### src/rtl/sweep_pkg.sv
// Shared types for the mux operand sweeper.
// State encoding is fixed so lab tooling can decode it.
package sweep_pkg;

  typedef enum logic [1:0] {
    IDLE = 2'b00,
    RUN  = 2'b01,
    DONE = 2'b10
  } state_e;

endpackage

### src/rtl/sweep_counter.sv
// Up-counter with enable, synchronous clear
// and terminal-count flag.
module sweep_counter #(
  parameter int W = 9
) (
  input  logic         clk,
  input  logic         clr,
  input  logic         en,
  output logic [W-1:0] q,
  output logic         tc
);

  always_ff @(posedge clk) begin
    if (clr) begin
      q <= '0;
    end else if (en) begin
      q <= q + 1'b1;
    end
  end

  assign tc = &q;

endmodule

### src/rtl/mux_operand_sweeper.sv
// Sweeps {Select, In_1, In_0} through every combination
// with programmable dwell and pause for mux bring-up.
module mux_operand_sweeper
  import sweep_pkg::*;
#(
  parameter int WIDTH = 4,
  parameter int DWELL = 1
) (
  input  logic             clk,
  input  logic             reset,
  input  logic             start,
  input  logic             pause,
  output logic [WIDTH-1:0] In_1,
  output logic [WIDTH-1:0] In_0,
  output logic             Select,
  output logic             valid,
  output logic             busy,
  output logic             done
);

  localparam int CW = 2 * WIDTH + 1;
  localparam int DW = (DWELL > 1) ? $clog2(DWELL) : 1;
  localparam logic [DW-1:0] DWELL_MAX = DW'(DWELL - 1);

  state_e        state;
  logic [DW-1:0] dwell;
  logic [CW-1:0] idx;
  logic          tc;
  logic          dwell_last;
  logic          adv;
  logic          cnt_en;
  logic          cnt_clr;

  assign dwell_last = (dwell == DWELL_MAX);
  assign adv        = (state == RUN) && !pause && dwell_last;
  assign cnt_en     = adv && !tc;
  // Clearing on the final advance leaves operands at 0 in DONE.
  assign cnt_clr    = reset || (adv && tc);

  sweep_counter #(
    .W (CW)
  ) u_cnt (
    .clk (clk),
    .clr (cnt_clr),
    .en  (cnt_en),
    .q   (idx),
    .tc  (tc)
  );

  assign Select = idx[CW-1];
  assign In_1   = idx[2*WIDTH-1:WIDTH];
  assign In_0   = idx[WIDTH-1:0];

  always_ff @(posedge clk) begin
    if (reset) begin
      state <= IDLE;
      dwell <= '0;
      valid <= 1'b0;
      busy  <= 1'b0;
      done  <= 1'b0;
    end else begin
      unique case (state)
        IDLE: begin
          if (start) begin
            state <= RUN;
            valid <= 1'b1;
            busy  <= 1'b1;
          end
        end
        RUN: begin
          if (!pause) begin
            if (dwell_last) begin
              dwell <= '0;
              if (tc) begin
                state <= DONE;
                valid <= 1'b0;
                done  <= 1'b1;
              end
            end else begin
              dwell <= dwell + 1'b1;
            end
          end
        end
        DONE: begin
          state <= IDLE;
          busy  <= 1'b0;
          done  <= 1'b0;
        end
        default: begin
          state <= IDLE;
          dwell <= '0;
          valid <= 1'b0;
          busy  <= 1'b0;
          done  <= 1'b0;
        end
      endcase
    end
  end

endmodule
### config.mk
export PLATFORM = sky130hd
export DESIGN_NAME = mux_operand_sweeper
export DESIGN_NICKNAME = d
export VERILOG_FILES = /design/src/rtl/sweep_pkg.sv /design/src/rtl/sweep_counter.sv /design/src/rtl/mux_operand_sweeper.sv
export SDC_FILE = /design/constraint.sdc
export NUM_CORES = 1
export LEC_CHECK = 0
export ABC_AREA = 1
export CORE_MARGIN = 2
export CORE_UTILIZATION = 47
export DETAILED_ROUTE_END_ITERATION = 10
export PLACE_DENSITY = 0.76
export SETUP_SLACK_MARGIN = 0.1
export SYNTH_ARGS = -nofsm -noshare
export SYNTH_HDL_FRONTEND = slang
export SYNTH_SLANG_ARGS = --single-unit
### constraint.sdc
create_clock -name clk -period 2.2 [get_ports clk]
set_clock_uncertainty 0.1 [all_clocks]
set_input_delay 0.44 -clock clk [delete_from_list [all_inputs] [get_ports clk]]
set_output_delay 0.44 -clock clk [all_outputs]
set_load 0.005 [all_outputs]
Word level (Yosys, flattened, before mapping):

Index checks and enable logic that the tools add are counted.

* bits in registers: 15
* latch bits: 0
* bits in writable memories: 0
* memory bits (read-only): 0
* input port bits: 4
* logic and storage cells: 52
* memories: 0

* add/sub/neg operators: 2
* multiply operators: 0
* divide/modulo/power cells: 0
* $lt $le $gt $ge: 0
* eq/ne operators: 6
* shifts and indexed selects: 0
* mux-type cells: 18
* bitwise operators: 5
* reductions and logical operators: 15

Operators with widths (number)
* $add A9 B1 Y9 const B: 1
* $mux W1: 9
* $reduce_and A9 Y1: 1
* $mux W2: 4
* $ne A2 B2 Y1 const B: 4
* $reduce_and A4 Y1: 2
* $pmux W1 S2: 3
* $not A1 Y1: 5
* $reduce_and A5 Y1: 1
* $logic_and A1 B1 Y1: 4
* $pmux W2 S2: 1
* $reduce_and A2 Y1: 2
* $pmux W1 S3: 1
* $eq A2 B1 Y1 const B: 1
* $eq A2 B2 Y1 const B: 1
* $logic_not A1 Y1: 2
* $logic_not A2 Y1: 1
* $reduce_or A2 Y1: 1
* $add A1 B1 Y1 const B: 1
* $logic_or A1 B1 Y1: 1

Longest topological paths before layout:

Gate-level depths: netlist of the first run.

* word-level depth: 5
* gate-level depth with buffers: 11

Modules after synthesis:

From an unflattened synthesis of the first run, not the netlist that was laid out.

* cell total of the unflattened synthesis: 89
* area, all modules: 644.4 sq um

By module, submodules not included
* sweep_counter: times used 1, cells an instance 61, area an instance 437.9 sq um
* mux_operand_sweeper: times used 1, cells an instance 28, area an instance 206.4 sq um

Least setup slack after synthesis of the first run:

OpenSTA, ideal clock, no wires.

* path type: register to register
* start point: register u_cnt.q[0]
* end point: register valid
* setup time: 0.122 ns
* data arrival time: 1.552 ns
* path slack: 0.427 ns
* cell stages (with the launch flop): 10
* buffers on the path: 0
* cells stage by stage: dfxtp_1 > ha_1 > nand2_1 > nor3b_1 > ha_1 > inv_1 > nand3_2 > nand2_1 > o21ai_0 > a21oi_1

* word-level cells in the longest chain between the ends: 3

Ends and longest elaborated chain
* from (decl): line sweep_counter.sv:9 `output logic [W-1:0] q,`
* from (signal assigned): line sweep_counter.sv:17 `q <= q + 1'b1;`
* $reduce_and A9 Y1: line sweep_counter.sv:21 `assign tc = &q;`
* $ne A2 B2 Y1 (no source line)
* $reduce_and A5 Y1 (no source line)
* to (signal assigned): line mux_operand_sweeper.sv:58 `valid <= 1'b0;`
* to (signal assigned): line mux_operand_sweeper.sv:66 `valid <= 1'b1;`
* to (signal assigned): line mux_operand_sweeper.sv:76 `valid <= 1'b0;`
* to (decl): line mux_operand_sweeper.sv:16 `output logic valid,`

No other way between the ends.
A chain may end at the register's enable or synchronous reset.

Final worst setup path of the first run:

* start point: register u_cnt.q[0]
* end point: register u_cnt.q[7]

* word-level cells in the longest chain between the ends: 3
* elaborated cells on any way between the ends: 6
* those cells by class: add/sub: 1; reduce/logical: 5

Ends and longest elaborated chain
* branches (longest 3 deep; another with $add A9 B1 Y9)

Several ways; the timed one is not identified.

==> impl_results.md, run 1 <==
* CTS Root Cell: clkbuf_4
* Crit path depth at 9
* Setup Viol. Count Final at 0
* Final slew viol count at 0
* Routability cong. at roughly 0.81
* Drt drc at 0
* Max_cap viols at 0
* Synthesized area per cell at about 7.7 um2
* Drt via density at roughly 5.4
* Crit. End Element: flip-flop
* Most frequent cells in the layout: nand2_1 (23), clkdlybuf4s50_1 (15), dfxtp_1 (14)
* Critical path's slowest cell: dfxtp_1
* Final number of hold-violating endpoints at 0
* Finished Layout Cells at approximately 120
* CTS tree: built
* Cells after DPL at 120
* Layout cell share with drive strength beyond 1 at 0.111
* Fmax at a little over 500 MHz
* Post-CTS Setup Inserts at 0
* Routed WL at 1430 um
* Hold EP: done
* Yosys cell types at 21
* Max rail drop VDD at 407 uV
* Register Area at approximately 280 um2
* ANT nets after route at 0
* Hold Crit Class: reg -> reg
* PwrDens at ~530 nW/um2
* Synth Area in XOR/XNOR at 0.0127
* Reg2Reg Depth at 9
* Nets at between 100 and 150
* Simple-Gate Fraction of Synth Area at 0.351
* Design area at 882 um2
* Hold_sp: done
* Floorplan Core Area at 1330 um2
* Worst hold path depth at 2
* Largest net degree at the start of global routing at 10
* TritonRoute pass-1 iters at 4
* Post-synthesis mux area share at 0
* WP data arrival at between 2000 and 2500 ps
* Area grow syn2layout at 27.7%
* Most Frequent Cell on Critical Path: ha_1
* Vias in the first global route at about 600
* Main flop type after synthesis: dfxtp_1
* CP bufs+invs at 1
* Number of synthesized flops with an enable pin at 0
* Pre-CTS setup slack at ~290 ps
* Area of the multi-input gates at about 370 um2
* Largest family of logic cells by synthesized area: simple AND/OR/NAND/NOR gates
* Compound-Gate Fraction of Synth Area at 0.139
* Setup Total Neg Slack at 0 ps
* Post-synthesis instance total at 90
* First-pass GRT wire length at 2390 um
* Die height at between 40 and 50 um
* Final worst-path cycle share at 0.878
* Htree depth at 1
* Clock sink total at 14
* Detailed-route via count at 660
* CTS max path bufs at 2
* DIE AREA at between 1500 and 2000 um2
* Synthesis Warnings at 0
* GR Util All Layers at 0.175
* Post-route setup slack at approximately 270 ps
* IO Count at 16
* Final HPWL DP at roughly 1100 um
* Tightest Pin Transition at a little under 300 ps
* Placed Area at between 800 and 900 um2
* Initial core utilization at 0.518
* Initial antenna violation count at 0
* Crit Path Class: reg -> reg
* Worst-path cell chain: ha_1, nand2_1, nor3b_1, ha_1, inv_1, nand3_2, nor2_4, a21oi_1, nor2_1
* Worst-skew pair later-pin latency at 280 ps
* Inserted Diodes at 0
* Initial DRC count at 10
* Leakage power figure at 0.329 nW
* Die X at ~42 um
* CP max stage delay at around 400 ps
* Crit path max-delay family: simple AND/OR/NAND/NOR gates
* Wire length per cell at between 10 and 15 um
* Worst setup SP type: flip-flop
* Port Buffer Count at 15
* R2R Path Start: u_cnt.q[0]
* Num CTS Buffers at 3
* CTS clk-pin slew, worst paths at around 80 ps
* Rows at 13
* Syn_nets at 96
* Slew HR at 0.805
* Final total power at ~0.47 mW
* Commonest non-fill, non-tap cell in the layout: nand2_1
* Resize count post-CTS at 0
* Reg-to-reg endpoint: u_cnt.q[7]
* Hold-fix buffers at CTS at 0
* Post-Synth Adder-Cell Area at 0.0362
* R2R Setup Slk at between 200 and 300 ps
* GR Overflow Total at 0
* Mapped Area at between 600 and 700 um2
* RSZ-0062 raised after global routing: false
* Req. time, crit path at 2280 ps
* Status: complete, no violations
* Sequential fraction of the synthesis area at 0.406
* Async SR Flop Fraction at 0
* Crit Path Max Fanout at 9
* Synth Register Bits at 14
* Fill count at ~110
* Final min period at about 1900 ps
Yosys cell counts, types with 2 or more instances:
library cell | number | share of area
a21oi_1 | 9 | 0.065
dfxtp_1 | 14 | 0.41
nand3_1 | 8 | 0.058
nand2_1 | 23 | 0.12
ha_1 | 2 | 0.036
inv_1 | 7 | 0.038
nor3_1 | 2 | 0.014
nor2_1 | 9 | 0.049
inv_2 | 3 | 0.016
o21ai_0 | 2 | 0.014
per-stage QoR:
stage	hold WS (ps)	util
2_1_floorplan	355	-
3_3_place_gp	353	0.644
3_5_place_dp	355	0.644
4_1_cts	367	0.661
5_1_grt	407	0.661
6_report	365	0.661
cell type report:
| cell class | instances | area share |
|---|---|---|
| timing repair buffer | 15 | 0.170 |
| multi-input combinational | 66 | 0.423 |
| inverter | 10 | 0.0426 |
| tap | 15 | 0.0213 |
| clock buffer | 3 | 0.0255 |
| sequential | 14 | 0.318 |
worst register-to-register path: stages (launching register included):
cell and delay [ps]:
dfxtp_1 390, ha_1 230, nand2_1 90, nor3b_1 210, ha_1 260, inv_1 110, nand3_2 130, nor2_4 70
a21oi_1 180, nor2_1 60
cell families after synthesis:
logic type / count (synthesis)
AO/OA/AOI/OAI: 15
XOR/XNOR: 1
buffers and inverters: 10
AND/OR/NAND/NOR: 48
flip-flops: 14
adder cells (fa/ha/maj): 2
flip-flops by register name (all words and copies together) (netlist names):
signal,cells
u_cnt.q,9
state,2
done,1
valid,1
busy,1
routing by layer:
metal  GRT usage  up-vias  wire length (um)
met5           0        -                 0
met2       0.277       21               693
li1            -      330                 -
met3      0.0259        4                67
met1       0.218      305               628
met4       0.113        0                39
worst max path at each step:
| stage | startpoint | endpoint | slack, ps |
|---|---|---|---|
| global route | u_cnt.q[0] | u_cnt.q[7] | 120 |
| global placement | u_cnt.q[0] | valid | 350 |
| floorplan | u_cnt.q[0] | valid | 430 |
| CTS | u_cnt.q[0] | u_cnt.q[7] | 280 |
| finish | u_cnt.q[0] | u_cnt.q[7] | 270 |
| detailed placement | u_cnt.q[0] | u_cnt.q[7] | 290 |
power breakdown:
part           leakage [nW]  total, mW  internal [mW]  switching [mW]
combinational         0.202     0.0600         0.0268          0.0332
sequential            0.114      0.266          0.260         0.00571
clock                0.0138      0.142         0.0635          0.0789
total                 0.329      0.468          0.350           0.118
No activity file was read; power rests on OpenSTA's default activity.
==> run 2: changes to the inputs <==
- GPL_ROUTABILITY_DRIVEN: default -> 0
==> results of run 2 <==
No change in the layout: final DEF, timing and power equal those of run 1.
==> run 3: changes to the inputs <==
- SKIP_LAST_GASP: default -> 1
==> results of run 3 <==
No change in the layout: final DEF, timing and power equal those of run 1.
